[src/rtl/cordic_req_arbiter.sv]
// Round-robin front end sharing one pipelined CORDIC engine among N_REQ requesters.
// Optional stall watchdog is enabled by defining CORDIC_ARB_WDOG_EN.
module cordic_req_arbiter #(
    parameter int                    DATA_WIDTH   = 18,
    parameter int                    N_REQ        = 4,
    parameter int                    MAX_INFLIGHT = 16,
    parameter logic [DATA_WIDTH-1:0] X_INIT       = 18'h026de,
    parameter int                    WDOG_CYCLES  = 64
) (
    input  logic                                  i_clk,
    input  logic                                  i_rst_n,
    input  logic [N_REQ-1:0]                      i_req_valid,
    input  logic [N_REQ*DATA_WIDTH-1:0]           i_req_angle,
    output logic [N_REQ-1:0]                      o_req_ready,
    output logic [DATA_WIDTH-1:0]                 o_cordic_x,
    output logic [DATA_WIDTH-1:0]                 o_cordic_y,
    output logic [DATA_WIDTH-1:0]                 o_cordic_alpha,
    output logic                                  o_cordic_valid,
    input  logic [DATA_WIDTH-1:0]                 i_cordic_cos,
    input  logic [DATA_WIDTH-1:0]                 i_cordic_sin,
    input  logic                                  i_cordic_valid,
    output logic [N_REQ-1:0]                      o_rsp_valid,
    output logic [DATA_WIDTH-1:0]                 o_rsp_cos,
    output logic [DATA_WIDTH-1:0]                 o_rsp_sin,
    output logic [$clog2(MAX_INFLIGHT+1)-1:0]     o_inflight,
    output logic                                  o_err_spurious,
    output logic                                  o_wdog_err
);
    localparam int TW = $clog2(N_REQ);
    localparam int PW = $clog2(MAX_INFLIGHT);
    localparam int CW = $clog2(MAX_INFLIGHT+1);
    localparam logic [TW:0]   NREQ_W = (TW+1)'(N_REQ);
    localparam logic [TW-1:0] LAST   = TW'(N_REQ-1);
    localparam logic [CW-1:0] FULL   = CW'(MAX_INFLIGHT);

    logic [DATA_WIDTH-1:0] angle [N_REQ];
    logic [TW-1:0]         rr_ptr;
    logic [TW-1:0]         grant_idx;
    logic [TW:0]           cand;
    logic                  found;
    logic                  can_grant;
    logic                  push, pop, spurious;
    logic                  wdog_fire;
    logic [TW-1:0]         tag_mem [MAX_INFLIGHT];
    logic [PW-1:0]         wr_ptr, rd_ptr;

    for (genvar r = 0; r < N_REQ; r++) begin : g_unpack
        assign angle[r] = i_req_angle[r*DATA_WIDTH +: DATA_WIDTH];
    end

    // Ready uses the registered count, so a pop while full does not free a slot this cycle.
    assign can_grant = i_rst_n && (o_inflight < FULL);

    always_comb begin
        o_req_ready = '0;
        grant_idx   = '0;
        cand        = '0;
        found       = 1'b0;
        if (can_grant) begin
            for (int i = 0; i < N_REQ; i++) begin
                cand = {1'b0, rr_ptr} + (TW+1)'(i);
                if (cand >= NREQ_W) cand = cand - NREQ_W;
                if (!found && i_req_valid[cand[TW-1:0]]) begin
                    found     = 1'b1;
                    grant_idx = cand[TW-1:0];
                end
            end
        end
        o_req_ready[grant_idx] = found;
    end

    assign push     = found;
    assign pop      = i_cordic_valid && (o_inflight != '0);
    assign spurious = i_cordic_valid && (o_inflight == '0);

    always_ff @(posedge i_clk) begin
        if (push) tag_mem[wr_ptr] <= grant_idx;
    end

    always_ff @(posedge i_clk) begin
        if (!i_rst_n) begin
            rr_ptr         <= '0;
            wr_ptr         <= '0;
            rd_ptr         <= '0;
            o_inflight     <= '0;
            o_cordic_valid <= 1'b0;
            o_cordic_x     <= '0;
            o_cordic_y     <= '0;
            o_cordic_alpha <= '0;
            o_rsp_valid    <= '0;
            o_rsp_cos      <= '0;
            o_rsp_sin      <= '0;
            o_err_spurious <= 1'b0;
        end else begin
            o_cordic_valid <= push;
            if (push) begin
                o_cordic_alpha <= angle[grant_idx];
                o_cordic_x     <= X_INIT;
                o_cordic_y     <= '0;
                rr_ptr         <= (grant_idx == LAST) ? '0 : grant_idx + 1'b1;
                wr_ptr         <= wr_ptr + 1'b1;
            end

            o_rsp_valid <= '0;
            if (pop) begin
                o_rsp_valid[tag_mem[rd_ptr]] <= 1'b1;
                o_rsp_cos <= i_cordic_cos;
                o_rsp_sin <= i_cordic_sin;
                rd_ptr    <= rd_ptr + 1'b1;
            end
            o_err_spurious <= spurious;

            case ({push, pop})
                2'b10:   o_inflight <= o_inflight + 1'b1;
                2'b01:   o_inflight <= o_inflight - 1'b1;
                default: o_inflight <= o_inflight;
            endcase

            // Flush keeps only a tag pushed in the same cycle (a pop cannot coincide).
            if (wdog_fire) begin
                rd_ptr     <= wr_ptr;
                o_inflight <= push ? CW'(1) : '0;
            end
        end
    end

`ifdef CORDIC_ARB_WDOG_EN
    localparam int WW = $clog2(WDOG_CYCLES+1);
    logic [WW-1:0] wdog_cnt;

    assign wdog_fire = (o_inflight != '0) && !i_cordic_valid &&
                       (wdog_cnt == WW'(WDOG_CYCLES-1));

    always_ff @(posedge i_clk) begin
        if (!i_rst_n) begin
            wdog_cnt   <= '0;
            o_wdog_err <= 1'b0;
        end else begin
            o_wdog_err <= wdog_fire;
            if (wdog_fire || i_cordic_valid || o_inflight == '0) wdog_cnt <= '0;
            else                                                 wdog_cnt <= wdog_cnt + 1'b1;
        end
    end
`else
    assign wdog_fire  = 1'b0;
    assign o_wdog_err = 1'b0;
`endif

endmodule

[config.mk]
export PLATFORM = sky130hd
export DESIGN_NAME = cordic_req_arbiter
export DESIGN_NICKNAME = d
export VERILOG_FILES = /design/src/rtl/cordic_req_arbiter.sv
export SDC_FILE = /design/constraint.sdc
export NUM_CORES = 1
export LEC_CHECK = 0
export BUFFER_PORTS_ARGS = -buffer_cell sky130_fd_sc_hd__buf_2
export CORE_MARGIN = 2
export CORE_UTILIZATION = 52
export CTS_CLUSTER_SIZE = 40
export DETAILED_ROUTE_END_ITERATION = 7
export GPL_TIMING_DRIVEN = 0
export PLACE_DENSITY_LB_ADDON = 0.3
export SETUP_SLACK_MARGIN = 0.05
export SYNTH_ARGS = -nofsm -noshare
export SYNTH_HDL_FRONTEND = slang
export SYNTH_SLANG_ARGS = --single-unit
[constraint.sdc]
create_clock -name i_clk -period 8.4 [get_ports i_clk]
set_input_delay 0.84 -clock i_clk [delete_from_list [all_inputs] [get_ports i_clk]]
set_output_delay 0.84 -clock i_clk [all_outputs]
set_load 0.05 [all_outputs]
==> results.cfg <==
[logic_synthesis]
synth_seq_cells = 112
ys.flop_type = dfxtp_1
ys_seq_area_share_pct = 47.7
synthXorXnorAreaFrac_pct = 1.79
yosys_warnings = 0
synth-edff-count = 32
synthSimpleGateAreaFrac_pct = 16.8
synth_area_um2 = 5370
synth_adder_area_share_pct = 2.80
ys_top_cells_by_count = nand2_1, dfxtp_1, buf_4, a21boi_0, edfxtp_1
syn-mean-instance-area_um2 = 10.0
synth.area.top_cells = dfxtp_1, edfxtp_1, nand2_1, buf_4, a21boi_0
syn-instance-count = 537
synthArstFlopShare_pct = 0
synth.most_common_cell = nand2_1
ys_types = 56
synth_area_leader_cell = dfxtp_1
synth_top_family_by_area = simple AND/OR/NAND/NOR gates
synth_compound_area_share_pct = 14.6
synth_mux_area_share_pct = 7.09
yosysTopAreaCellShare_pct = 29.8

[detailed_routing]
wl_met3_um = 831
wl_met1_um = 5220
post_drt_wl_per_cell_um = 14.1
highest-signal-layer = met4
antenna_left = 0
drcViolationCount = 0
routed_wl_um = 12800
drt-vias-per-instance = 5.06
detail_route.first_pass.iterations = 4
vias = 4598
dr_wl_met2_um = 6440
drt_iter0_markers = 188

[status]
status = complete, no violations

[placed_design]
place_area_um2 = 6600
place_hpwl_um = 9860
port_buffers = 191
dp_cells = 891
gp_congestion = 0.813

[clock_network]
clock_path_buffers = 2
clockRootBuffer = clkbuf_8
postCtsHoldBufs = 0
cts_tree = built
clkSinkCount = 112
cts_setup_buffers = 0
path_clk_slew_ps = 110
cts-buffers-inserted = 9
cts_resized = 0
cts_max_level = 3
clock_latency_ps = 380

[min_path]
hold_class = reg -> reg

[layout]
syn2layout_area_growth_pct = 26.8
layout-drive-gt1-share_pct = 36.4
diodes = 0
fin_nets = 894
final_cells = 908
fin_area_um2 = 6810
finish.utilization_pct = 66.8

[worst_setup_path]
cp_slowest_stage_delay_ps = 860
startpoint_type = primary input
crit_slowest_cell = clkbuf_1
path_max_fanout = 27
cp.required_ps = 7560
end_kind = primary output
cp.arrival_ps = 3210
cp_cell_sequence = buf_2, nor4bb_1, o21ai_0, o211a_1, clkbuf_1, ha_1, and3_1, buf_2
path_class = in -> out
crit_path_frequent_cell = buf_2

[timing]
max_freq_ghz = 0.247
finalSetupViolations = 0
worst_slew_pin_slew_ps = 1120
slew_violations = 0
rsz0062_at_grt = false
hold_viol = 0
finalCriticalPeriod_ps = 4050
fin_crit_sh_pct = 48.2
fin_worst_skew_ps = 13.3
setup_tns_ps = 0
relSlewSlack_pct = 25.1

[global_routing]
grt-ovfl-total = 0
antenna_found_initial = 0
grt_pass1_vias = 4382
grt_max_degree = 28
track_usage_pct = 22.9
grt_pass1_wl_um = 20500

[power_and_ir_drop]
peakVddDrop_uv = 184
pwr_density_cell_nw_per_um2 = 344
p_leak_nw = 3.11

[die]
core-area_um2 = 10200
die-area_um2 = 11200
io_pins = 221
die_h_um = 106
rows = 37
dieWidth_um = 106
start_util_pct = 52.7

[flow_run]
max_cap_viol_count = 0
## cells in the final DEF (no fill, tap or decap), drive strengths merged, types with 3 or more instances in the layout
cell,Yosys,routed
a211oi,4,4
nor4,6,6
a21boi,37,37
o22ai,6,6
nand4,3,3
buf,49,241
and2,11,11
nor3,6,6
and3,4,4
a21oi,7,7
xnor2,9,9
inv,9,12
a221oi,4,4
nand2b,4,4
ha,12,12
clkinv,0,3
edfxtp,32,32
o21ai,4,4
clkbuf,18,27
o221ai,15,15
nand2,124,124
mux2i,20,20
o211ai,14,14
nor2b,5,5
dfxtp,80,80
conb,1,28
mux4,8,8
nor2,19,19
## metal layers
layer,global-route usage (%),vias up
met4,8.08,0
li1,-,2286
met2,40.0,189
met3,4.51,26
met1,28.3,2097
met5,0,-
## power breakdown
part / total, mW / internal, mW / switching, mW / leakage [nW]
logic: 1.25 / 0.373 / 0.873 / 2.06
clock network: 0.316 / 0.117 / 0.199 / 0.0966
registers: 0.781 / 0.700 / 0.0811 / 0.952
## metrics by stage
stage	setup WS (ps)	hold WS (ps)	total power, mW
after floorplan	4790	478	1.75
after global placement	4190	447	2.00
after detailed placement	4120	457	2.03
after CTS	4140	472	2.34
after global routing	4140	494	2.48
final	4350	467	2.34
## cells by family after synthesis
family / after synthesis
AND/OR/NAND/NOR: 196
other: 1
AO/OA/AOI/OAI: 101
adder cells (fa/ha/maj): 12
multiplexers: 28
buffers and inverters: 76
flip-flops: 112
XOR/XNOR: 11
## state kept, by name (all words and copies together) (netlist names), named ones only
signal          cells
o_inflight          5
rd_ptr              4
o_cordic_valid      1
o_rsp_sin          18
o_err_spurious      1
o_cordic_x          1
o_rsp_valid         4
o_rsp_cos          18
tag_mem            32
o_cordic_alpha     18
wr_ptr              4
rr_ptr              2
## layout make-up
type	count	area, um2
Multi-Input combinational cell	376	2420
Timing Repair Buffer	192	971
Fill cell	820	3380
Buffer	67	452
Clock buffer	9	124
Inverter	9	38.8
Clock inverter	7	72.6
Sequential cell	112	2560
Tap cell	136	170
## critical path: cells and delay by family
kind / cells / cell delay, ps
buffers and inverters: 3 / 1270
AOI/OAI and AO/OA: 2 / 480
adders and majority gates: 1 / 310
and+or+nand+nor: 2 / 290
## final timing paths
| path | end | start | cells past startpoint | slack (ps) |
|---|---|---|---|---|
| max | o_req_ready[2] | i_req_valid[0] | 8 | 4350 |
| min | o_rsp_sin[12]$_SDFFE_PN0N_ | o_rsp_sin[12]$_SDFFE_PN0N_ | 2 | 470 |
| max reg2reg | o_inflight[4]$_SDFFE_PN0P_ | o_inflight[1]$_SDFFE_PN0P_ | 12 | 4820 |
| min reg2reg | o_rsp_sin[12]$_SDFFE_PN0N_ | o_rsp_sin[12]$_SDFFE_PN0N_ | 2 | 470 |
Note: power is estimated with default switching activity, not from simulation.
